$ cat config.mk
export PLATFORM = sky130hd
export DESIGN_NAME = mii_frame_tx_flat
export DESIGN_NICKNAME = d
export VERILOG_FILES = /design/src/rtl/mii_frame_tx_if.sv /design/src/rtl/mii_frame_tx.sv /design/src/flat_wrapper.sv
export SDC_FILE = /design/constraint.sdc
export NUM_CORES = 1
export LEC_CHECK = 0
export BUFFER_PORTS_ARGS = -buffer_cell sky130_fd_sc_hd__buf_2
export CORE_ASPECT_RATIO = 0.75
export CORE_MARGIN = 2
export CORE_UTILIZATION = 50
export CTS_CLUSTER_DIAMETER = 50
export DETAILED_ROUTE_END_ITERATION = 8
export PLACE_DENSITY = 0.67
export SLEW_MARGIN = 30
export SYNTH_ARGS = -nofsm -noshare
export SYNTH_HDL_FRONTEND = slang
export SYNTH_SLANG_ARGS = --single-unit
$ cat constraint.sdc
create_clock -name mainclk -period 3.5 [get_ports mainclk]
set_input_delay 0.35 -clock mainclk [delete_from_list [all_inputs] [get_ports mainclk]]
set_output_delay 0.35 -clock mainclk [all_outputs]
set_load 0.02 [all_outputs]
$ cat src/rtl/mii_frame_tx_if.sv
// Byte-stream handshake between the BRAM/UART source and the MII transmit framer.
// A byte moves on a mainclk edge where s_valid and s_ready are both high.
interface mii_frame_tx_if;
  logic [7:0] s_data;
  logic       s_valid;
  logic       s_last;
  logic       s_ready;

  modport master (
    output s_data,
    output s_valid,
    output s_last,
    input  s_ready
  );

  modport slave (
    input  s_data,
    input  s_valid,
    input  s_last,
    output s_ready
  );
endinterface

$ cat src/rtl/mii_frame_tx.sv
// MII transmit framer: preamble/SFD, payload, zero padding, CRC-32 FCS and inter-frame gap,
// one nibble per nib_en strobe, fed from a one-byte holding register.
module mii_frame_tx #(
  parameter int MIN_FRAME   = 60,
  parameter int MAX_FRAME   = 1514,
  parameter int IFG_NIBBLES = 24
) (
  input  logic         mainclk,
  input  logic         rst,
  input  logic         nib_en,
  mii_frame_tx_if.slave strm,
  output logic         eth_tx_en,
  output logic [3:0]   eth_txd,
  output logic         busy,
  output logic         frame_done,
  output logic         tx_abort
);

  localparam logic [31:0] CRC_POLY    = 32'hEDB88320;
  localparam logic [31:0] CRC_INIT    = 32'hFFFFFFFF;
  localparam int          PRE_NIBBLES = 16;
  localparam int          PRE_W       = $clog2(PRE_NIBBLES);
  localparam int          IFG_W       = (IFG_NIBBLES > 1) ? $clog2(IFG_NIBBLES) : 1;

  typedef enum logic [2:0] {
    ST_IDLE,
    ST_PREAMBLE,
    ST_DATA,
    ST_PAD,
    ST_FCS,
    ST_IFG
  } state_t;

  state_t             state_reg,      state_next;
  logic [7:0]         hold_reg,       hold_next;
  logic               hold_last_reg,  hold_last_next;
  logic               hold_valid_reg, hold_valid_next;
  logic               last_taken_reg, last_taken_next;
  logic [3:0]         hi_nib_reg,     hi_nib_next;
  logic               cur_last_reg,   cur_last_next;
  logic               nib_hi_reg,     nib_hi_next;
  logic [31:0]        crc_reg,        crc_next;
  logic [10:0]        byte_cnt_reg,   byte_cnt_next;
  logic [PRE_W-1:0]   pre_cnt_reg,    pre_cnt_next;
  logic [2:0]         fcs_cnt_reg,    fcs_cnt_next;
  logic [IFG_W-1:0]   ifg_cnt_reg,    ifg_cnt_next;
  logic               tx_en_reg,      tx_en_next;
  logic [3:0]         txd_reg,        txd_next;
  logic               done_reg,       done_next;
  logic               abort_reg,      abort_next;

  logic               s_ready_int;
  logic               accept;
  logic [7:0]         crc_byte;
  logic [31:0]        crc_step [9];
  logic [3:0]         fcs_nibs [8];

  // A byte is only taken when the holding register is empty and the frame's last byte has not been seen.
  assign s_ready_int = ~hold_valid_reg & ~last_taken_reg & ~rst;
  assign strm.s_ready = s_ready_int;
  assign accept = strm.s_valid & s_ready_int;

  // Byte-wide reflected CRC: eight unrolled LSB-first bit steps; pad bytes feed zeros.
  assign crc_byte    = (state_reg == ST_DATA) ? hold_reg : 8'h00;
  assign crc_step[0] = crc_reg ^ {24'd0, crc_byte};

  genvar gi;
  generate
    for (gi = 0; gi < 8; gi++) begin : g_crc
      assign crc_step[gi+1] = crc_step[gi][0] ? ((crc_step[gi] >> 1) ^ CRC_POLY)
                                              : (crc_step[gi] >> 1);
    end
  endgenerate

  generate
    for (gi = 0; gi < 8; gi++) begin : g_fcs
      assign fcs_nibs[gi] = ~crc_reg[4*gi +: 4];
    end
  endgenerate

  always_ff @(posedge mainclk) begin
    if (rst) begin
      state_reg      <= ST_IDLE;
      hold_reg       <= 8'h00;
      hold_last_reg  <= 1'b0;
      hold_valid_reg <= 1'b0;
      last_taken_reg <= 1'b0;
      hi_nib_reg     <= 4'h0;
      cur_last_reg   <= 1'b0;
      nib_hi_reg     <= 1'b0;
      crc_reg        <= CRC_INIT;
      byte_cnt_reg   <= 11'd0;
      pre_cnt_reg    <= '0;
      fcs_cnt_reg    <= 3'd0;
      ifg_cnt_reg    <= '0;
      tx_en_reg      <= 1'b0;
      txd_reg        <= 4'h0;
      done_reg       <= 1'b0;
      abort_reg      <= 1'b0;
    end else begin
      state_reg      <= state_next;
      hold_reg       <= hold_next;
      hold_last_reg  <= hold_last_next;
      hold_valid_reg <= hold_valid_next;
      last_taken_reg <= last_taken_next;
      hi_nib_reg     <= hi_nib_next;
      cur_last_reg   <= cur_last_next;
      nib_hi_reg     <= nib_hi_next;
      crc_reg        <= crc_next;
      byte_cnt_reg   <= byte_cnt_next;
      pre_cnt_reg    <= pre_cnt_next;
      fcs_cnt_reg    <= fcs_cnt_next;
      ifg_cnt_reg    <= ifg_cnt_next;
      tx_en_reg      <= tx_en_next;
      txd_reg        <= txd_next;
      done_reg       <= done_next;
      abort_reg      <= abort_next;
    end
  end

  always_comb begin
    state_next      = state_reg;
    hold_next       = hold_reg;
    hold_last_next  = hold_last_reg;
    hold_valid_next = hold_valid_reg;
    last_taken_next = last_taken_reg;
    hi_nib_next     = hi_nib_reg;
    cur_last_next   = cur_last_reg;
    nib_hi_next     = nib_hi_reg;
    crc_next        = crc_reg;
    byte_cnt_next   = byte_cnt_reg;
    pre_cnt_next    = pre_cnt_reg;
    fcs_cnt_next    = fcs_cnt_reg;
    ifg_cnt_next    = ifg_cnt_reg;
    tx_en_next      = tx_en_reg;
    txd_next        = txd_reg;
    done_next       = 1'b0;
    abort_next      = 1'b0;

    unique case (state_reg)
      ST_IDLE: begin
        if (nib_en && hold_valid_reg) begin
          state_next   = ST_PREAMBLE;
          tx_en_next   = 1'b1;
          txd_next     = 4'h5;
          pre_cnt_next = PRE_W'(1);
        end
      end

      ST_PREAMBLE: begin
        if (nib_en) begin
          if (pre_cnt_reg == PRE_W'(PRE_NIBBLES - 1)) begin
            txd_next    = 4'hD;
            nib_hi_next = 1'b0;
            state_next  = ST_DATA;
          end else begin
            txd_next     = 4'h5;
            pre_cnt_next = pre_cnt_reg + PRE_W'(1);
          end
        end
      end

      ST_DATA: begin
        if (nib_en) begin
          if (nib_hi_reg) begin
            txd_next    = hi_nib_reg;
            nib_hi_next = 1'b0;
            if (cur_last_reg) begin
              fcs_cnt_next = 3'd0;
              state_next   = (int'(byte_cnt_reg) < MIN_FRAME) ? ST_PAD : ST_FCS;
            end
          end else if (!hold_valid_reg || int'(byte_cnt_reg) >= MAX_FRAME) begin
            // Underrun or oversize: drop tx_en immediately and discard any byte still held.
            tx_en_next      = 1'b0;
            txd_next        = 4'h0;
            abort_next      = 1'b1;
            hold_valid_next = 1'b0;
            ifg_cnt_next    = '0;
            state_next      = ST_IFG;
          end else begin
            txd_next        = hold_reg[3:0];
            hi_nib_next     = hold_reg[7:4];
            cur_last_next   = hold_last_reg;
            hold_valid_next = 1'b0;
            crc_next        = crc_step[8];
            byte_cnt_next   = byte_cnt_reg + 11'd1;
            nib_hi_next     = 1'b1;
          end
        end
      end

      ST_PAD: begin
        if (nib_en) begin
          txd_next = 4'h0;
          if (!nib_hi_reg) begin
            crc_next      = crc_step[8];
            byte_cnt_next = byte_cnt_reg + 11'd1;
            nib_hi_next   = 1'b1;
          end else begin
            nib_hi_next = 1'b0;
            if (int'(byte_cnt_reg) >= MIN_FRAME) begin
              fcs_cnt_next = 3'd0;
              state_next   = ST_FCS;
            end
          end
        end
      end

      ST_FCS: begin
        if (nib_en) begin
          txd_next     = fcs_nibs[fcs_cnt_reg];
          fcs_cnt_next = fcs_cnt_reg + 3'd1;
          if (fcs_cnt_reg == 3'd7) begin
            done_next    = 1'b1;
            ifg_cnt_next = '0;
            state_next   = ST_IFG;
          end
        end
      end

      ST_IFG: begin
        if (nib_en) begin
          tx_en_next   = 1'b0;
          txd_next     = 4'h0;
          ifg_cnt_next = ifg_cnt_reg + IFG_W'(1);
          if (ifg_cnt_reg == IFG_W'(IFG_NIBBLES - 1)) begin
            last_taken_next = 1'b0;
            crc_next        = CRC_INIT;
            byte_cnt_next   = 11'd0;
            state_next      = ST_IDLE;
          end
        end
      end

      default: state_next = ST_IDLE;
    endcase

    // Evaluated last so a byte (and its last flag) taken on the final IFG cycle is kept.
    if (accept) begin
      hold_next       = strm.s_data;
      hold_last_next  = strm.s_last;
      hold_valid_next = 1'b1;
      if (strm.s_last) begin
        last_taken_next = 1'b1;
      end
    end
  end

  assign eth_tx_en  = tx_en_reg;
  assign eth_txd    = txd_reg;
  assign frame_done = done_reg;
  assign tx_abort   = abort_reg;
  assign busy       = (state_reg != ST_IDLE);

endmodule

$ cat src/flat_wrapper.sv
// flat-port wrapper written by rule: the top's interface ports become plain ports
module mii_frame_tx_flat 
#(
  parameter int MIN_FRAME   = 60,
  parameter int MAX_FRAME   = 1514,
  parameter int IFG_NIBBLES = 24
)
  (mainclk, rst, nib_en, eth_tx_en, eth_txd, busy, frame_done, tx_abort, strm_s_data, strm_s_valid, strm_s_last, strm_s_ready);
  mii_frame_tx_if strm_i ();
  input  logic mainclk;
  input  logic rst;
  input  logic nib_en;
  output logic eth_tx_en;
  output logic [3:0] eth_txd;
  output logic busy;
  output logic frame_done;
  output logic tx_abort;
  input wire logic [$bits(strm_i.s_data)-1:0] strm_s_data;
  input wire logic [$bits(strm_i.s_valid)-1:0] strm_s_valid;
  input wire logic [$bits(strm_i.s_last)-1:0] strm_s_last;
  output wire logic [$bits(strm_i.s_ready)-1:0] strm_s_ready;
  assign strm_i.s_data = strm_s_data;
  assign strm_i.s_valid = strm_s_valid;
  assign strm_i.s_last = strm_s_last;
  assign strm_s_ready = strm_i.s_ready;
  mii_frame_tx #(.MIN_FRAME(MIN_FRAME), .MAX_FRAME(MAX_FRAME), .IFG_NIBBLES(IFG_NIBBLES)) u_core (.mainclk(mainclk), .rst(rst), .nib_en(nib_en), .strm(strm_i), .eth_tx_en(eth_tx_en), .eth_txd(eth_txd), .busy(busy), .frame_done(frame_done), .tx_abort(tx_abort));
endmodule
---- After elaboration in Yosys (flattened, before gate mapping) ----
Index checks and enable logic that the tools add are counted.
word-level totals
  input bits .............................. 13
  latch bits .............................. 0
  output and inout bits ................... 9
  bits in writable memories ............... 0
  flip-flop bits (word level) ............. 82
  ROM bits ................................ 0
  word-level logic and storage cells ...... 208
  memories kept ........................... 0
operators by class
  $mul .................................... 0
  shifts and indexed selects .............. 0
  add/sub/neg operators ................... 4
  reductions and logical operators ........ 27
  bitwise gates (word level) .............. 29
  div/mod/pow operators ................... 0
  multiplexer cells ....................... 97
  order comparisons ....................... 4
  equal/unequal tests ..................... 30
operator list
  operator                                                                              count
  32-bit 2-to-1 mux                                                                     15
  13-bit inverter with 14-bit output                                                    8
  32-bit one-hot mux with 3 select lines                                                1
  11-bit 2-to-1 mux                                                                     7
  3-bit 2-to-1 mux                                                                      22
  4-bit 2-to-1 mux                                                                      13
  11-bit one-hot mux with 3 select lines                                                1
  4-bit inverter                                                                        8
  32-bit by 8-bit XOR with 32-bit output                                                1
  5-bit 2-to-1 mux                                                                      6
  1-bit 2-to-1 mux                                                                      23
  2-bit != test, second input constant                                                  11
  4-bit one-hot mux with 5 select lines                                                 1
  2-bit by 1-bit != test with 1-bit output, second input constant                       9
  3-bit one-hot mux with 6 select lines                                                 1
  3-bit nonzero test                                                                    6
  8-bit AND reduction                                                                   2
  5-bit one-hot mux with 3 select lines                                                 1
  13-bit AND reduction                                                                  1
  4-bit binary-select mux with 3-bit select                                             1
  6-bit AND reduction                                                                   2
  11-bit by 1-bit adder with 11-bit output, second input constant                       1
  11-bit greater-or-equal comparator, second input constant                             1
  11-bit by 6-bit greater-or-equal comparator with 1-bit output, second input constant  1
  other kinds (31)                                                                      48

---- Logic depth before layout (Yosys ltp) ----
  depth after elaboration ................. 23
  depth in mapped cells ................... 11
  gate-level depth less buffers ........... 8

---- Worst setup path after synthesis ----
OpenSTA, ideal clock, no wires.
  path kind ............................... flip-flop to flip-flop
  start point ............................. register u_core.byte_cnt_reg[0]
  end point ............................... register u_core.crc_reg[20]
  buffers on the path ..................... 1
  clock period less this slack ............ 2,210 ps
  data arrival time ....................... 2,089 ps
  data required time ...................... 3,378 ps
  stages on the path, launching flop included .. 10
  library setup time ...................... 122 ps
  slack ................................... 1,290 ps
  cell sequence ........................... dfxtp_1 inv_1 ha_1 o31a_1 o2111ai_2 a21oi_1 or2_1 clkbuf_1 or4_1 o311a_1
on the way
  word-level cells in the longest chain between the ends .. 4
RTL lines
  item                                  line                 source
  start, declared                       mii_frame_tx.sv:43   logic [10:0] byte_cnt_reg, byte_cnt_next;
  start signal, assigned                mii_frame_tx.sv:110  byte_cnt_reg <= byte_cnt_next;
  11-bit greater-or-equal comparator    mii_frame_tx.sv:172  end else if (!hold_valid_reg || int'(byte_cnt_reg) >= MAX_FRAME) begin
  1-bit logical OR                      mii_frame_tx.sv:172
  2-bit != test (no source line)        --
  8-bit AND reduction (no source line)  --
  end signal, assigned                  mii_frame_tx.sv:109  crc_reg <= crc_next;
  end, declared                         mii_frame_tx.sv:42   logic [31:0] crc_reg, crc_next;
Every way passes these cells.
A chain may end at the register's enable or synchronous reset.

---- Worst setup path in the final report ----
  start point ............................. register u_core.state_reg[0]
  end point ............................... register u_core.crc_reg[20]
on the way
  word-level cells in the longest chain between the ends .. 20
  elaborated cells between the ends (all ways) .. 34
  classes of those cells .................. eq/ne (10); mux (15); bitwise (7); reduce/logical (2)
RTL lines
  item                                                 line                                     source
  start, declared                                      mii_frame_tx.sv:34                       state_t state_reg, state_next;
  start signal, assigned                               mii_frame_tx.sv:101                      state_reg <= state_next;
  3-bit by 2-bit == test with 1-bit output             mii_frame_tx.sv:64, mii_frame_tx.sv:140
  8-bit 2-to-1 mux                                     mii_frame_tx.sv:64                       assign crc_byte = (state_reg == ST_DATA) ? hold_reg : 8'h00;
  32-bit by 8-bit XOR with 32-bit output               mii_frame_tx.sv:65                       assign crc_step[0] = crc_reg ^ {24'd0, crc_byte};
  32-bit 2-to-1 mux                                    mii_frame_tx.sv:70                       assign crc_step[gi+1] = crc_step[gi][0] ? ((crc_step[gi] >> 1) ^ CRC_POLY)
  13-bit inverter with 14-bit output (no source line)  --
  32-bit 2-to-1 mux (2 in a row)                       mii_frame_tx.sv:70
  13-bit inverter with 14-bit output (no source line)  --
  32-bit 2-to-1 mux                                    mii_frame_tx.sv:70
  [... 3 more ...]                                     --
  13-bit inverter with 14-bit output (no source line)  --
  32-bit 2-to-1 mux                                    mii_frame_tx.sv:70
  13-bit inverter with 14-bit output (no source line)  --
  32-bit 2-to-1 mux                                    mii_frame_tx.sv:70
  32-bit 2-to-1 mux                                    mii_frame_tx.sv:172
  32-bit 2-to-1 mux                                    mii_frame_tx.sv:165                      if (nib_hi_reg) begin
  32-bit 2-to-1 mux                                    mii_frame_tx.sv:164                      if (nib_en) begin
  32-bit one-hot mux with 3 select lines               mii_frame_tx.sv:140                      unique case (state_reg)
Parallel ways exist; a longest one is shown, timed or not. The select of a mux whose other input is x is not followed.

==> reports/results.tsv <==
metric	value	unit
cp_max_fo	52	
start_util	0.524	
synth_cell_types	67	
dpl.cell_count	668	
synthesis.area	0.00482	mm²
nNetsFinal	570	
final_layout_size_suffix_gt1_frac	0.135	
wire_per_inst	16.8	µm
tightest_slew	0.727	ns
cp_top_family	simple AND/OR/NAND/NOR gates	
largest_reg_flops	32	
hpwl	8210	µm
skew	0.00571	ns
intPower	0.00160	W
synth_seq_cells	82	
avgSynthCellArea	8.81	µm²
hold_viol_final	0	
crit_start	u_core.state_reg[0]	
ys_seq_area_frac	0.341	
vias	3897	
power.switching	0.000531	W
gp_congestion	0.915	
timing.fmax	339	MHz
crit_cells	7	
clock_latency	0.34	ns
worst-setup-path-type	flop to flop	
synth_fp_nets	566	
grt_max_degree	53	
rows	30	
cts-htree-levels	3	
areaGrowthSynthToFinish	9.87	%
die_area	0.0104	mm²
synthFlopType	dfxtp_1	
power_frac_comb	0.094	
p_leak	1.98	nW
portBuffers	21	
required	3.72	ns
drt-total-wl	11400	µm
finalCritPeriodShare	0.842	
yosysWarnings	0	
fp.dieW	117	µm
post-route-drc-count	0	
max-slew-margin-rel	0.514	
slew_viol_final	0	
die_h	89.0	µm
seqPwrFrac	0.463	
diodes	0	
core_area	0.00920	mm²
power.total	0.00213	W
p_clk_frac	0.443	
r2r-start	u_core.state_reg[0]	
maxCapViolations	0	
cts.clk_slew.worst_paths	0.06	ns
path_buf_inv	1	
ff2ff_setup_slack	0.55	ns
switching_share	0.249	
ant_nets	0	
final_cells	683	
setup_tns	0	ns
ios	22	
drt_first_pass_iters	5	
cts_hold_buf	0	
numCtsBuffers	9	
ys_async_sr_fraction	0	
whs_path_depth	3	
r2r-end	u_core.crc_reg[20]	
rsz0062_at_grt	false	
worst_path_largest_cell_delay	0.77	ns
min_period	2.95	ns
worstPathCellList	nand3b_1 -> o22ai_1 -> nand2_1 -> or2_1 -> buf_12 -> or4_1 -> o311a_1	
synthCells	547	
setup_viol	0	
powerDensity	403	mW/mm²
drtIter0Drc	398	
postCtsSetupBuffers	0	
vdd_drop_max	0.000232	V
cts_tree	done	
cp.arrival	3.17	ns
synth_edf_count	0	
cts_root_buffer	clkbuf_16	
grt_overflow	0	
grt_pass1_vias	3568	
final_cell_mix	dfxtp_1, nand2_1, xnor2_1, nor2_1, xor2_1	
clock-sinks	82	
rr_worst_depth	7	
grtUsageTotal	0.234	
critPathCaptureType	flop	
status	complete, no violations	
layout_setup_ws	0.551	ns
final_common_cell	dfxtp_1	
antenna_found_initial	0	
pre_cts_ws	0.634	ns
grt_pass1_wl	19100	µm
vias_per_cell	5.71	
worst_path_max_delay_cell	dfxtp_1	
post_cts_resized	0	
start_kind	flop	
hp-class	primary input to flop	
cts_buffer_depth	2	
crit_path_end	u_core.crc_reg[20]	
-- worst min path at each step --
stage                         start                   end  slack, ns
2_1_floorplan  u_core.hold_last_reg  u_core.hold_last_reg       0.44
3_3_place_gp       u_core.eth_tx_en      u_core.eth_tx_en       0.45
3_5_place_dp       u_core.eth_tx_en      u_core.eth_tx_en       0.44
4_1_cts              strm_s_data[2]    u_core.hold_reg[2]       0.24
5_1_grt              strm_s_data[2]    u_core.hold_reg[2]       0.26
6_report             strm_s_data[2]    u_core.hold_reg[2]       0.25
-- cells in the mapped netlist (all sizes together), types with 2 or more instances --
| library cell | instances | area share |
|---|---|---|
| nand2b | 4 | 0.0052 |
| mux2i | 11 | 0.023 |
| xnor2 | 59 | 0.12 |
| a21oi | 24 | 0.025 |
| and2 | 2 | 0.0026 |
| mux4 | 8 | 0.037 |
| nor4 | 7 | 0.0091 |
| buf | 13 | 0.017 |
| nand3 | 15 | 0.016 |
| o211ai | 21 | 0.033 |
| a221oi | 4 | 0.0073 |
| o21ai | 13 | 0.014 |
| nor3b | 4 | 0.0083 |
| nand4 | 7 | 0.0091 |
| a31oi | 4 | 0.0052 |
| o31ai | 2 | 0.0031 |
| clkbuf | 25 | 0.020 |
| nor2b | 6 | 0.0078 |
| inv | 5 | 0.0039 |
| dfxtp | 82 | 0.34 |
| nand3b | 4 | 0.0062 |
| o21bai | 6 | 0.0093 |
| a211o | 2 | 0.0036 |
| or3 | 4 | 0.0052 |
| and3 | 4 | 0.0052 |
| a2111oi | 2 | 0.0036 |
| nor4bb | 2 | 0.0042 |
| ha | 6 | 0.016 |
| nor2 | 50 | 0.045 |
| nor3 | 15 | 0.016 |
| or4 | 4 | 0.0062 |
| nand2 | 74 | 0.058 |
| nand4b | 2 | 0.0036 |
| o311a | 3 | 0.0062 |
| xnor3 | 3 | 0.014 |
| o221ai | 2 | 0.0036 |
| or2 | 2 | 0.0026 |
| xor2 | 27 | 0.051 |
| o211a | 2 | 0.0042 |
-- power by group through the flow --
stage                     clock [W]  combinational, W  sequential [W]
final                      0.000945          0.000201        0.000988
after global routing        0.00101          0.000223        0.000992
after CTS                  0.000962          0.000200        0.000987
after detailed placement          0          0.000199         0.00101
after global placement            0          0.000198         0.00101
after floorplan                   0          0.000161        0.000995
-- cell type report --
cell class | instances | area, µm²
timing repair buffer | 31 | 193
clock buffer | 10 | 239
sequential | 82 | 1640
fill | 830 | 3900
clock inverter | 5 | 55.1
tap | 128 | 160
inverter | 5 | 18.8
multi-input combinational | 422 | 2990
-- through the flow --
step	area [µm²]	hold slack [ns]	utilization
after floorplan	4820	0.436	-
after global placement	5000	0.446	0.544
after detailed placement	5000	0.444	0.544
after CTS	5290	0.243	0.576
after global routing	5290	0.258	0.576
final	5290	0.252	0.576
-- logic make-up after synthesis --
kind of cell             after synthesis  synth area share
AND/OR/NAND/NOR                      211             0.219
AO/OA/AOI/OAI                         97             0.140
XOR/XNOR                              89             0.183
flip-flops                            82             0.341
buffers and inverters                 43            0.0408
multiplexers                          19            0.0602
adder cells (fa/ha/maj)                6            0.0156
-- metal layers --
layer	global-route usage	wire length, µm	vias up
li1	-	-	1929
met1	0.356	5780	1811
met2	0.334	4580	140
met3	0.0510	944	17
met4	0.0635	133	0
met5	0	0	-
-- worst reg2reg max path, delay by kind of cell (launching register included) --
| kind | cells | cell delay [ns] |
|---|---|---|
| AOI/OAI and AO/OA | 2 | 0.41 |
| and+or+nand+nor | 4 | 1.46 |
| buffers and inverters | 1 | 0.19 |
| DFF | 1 | 0.77 |
(Power assumes the default switching activity.)
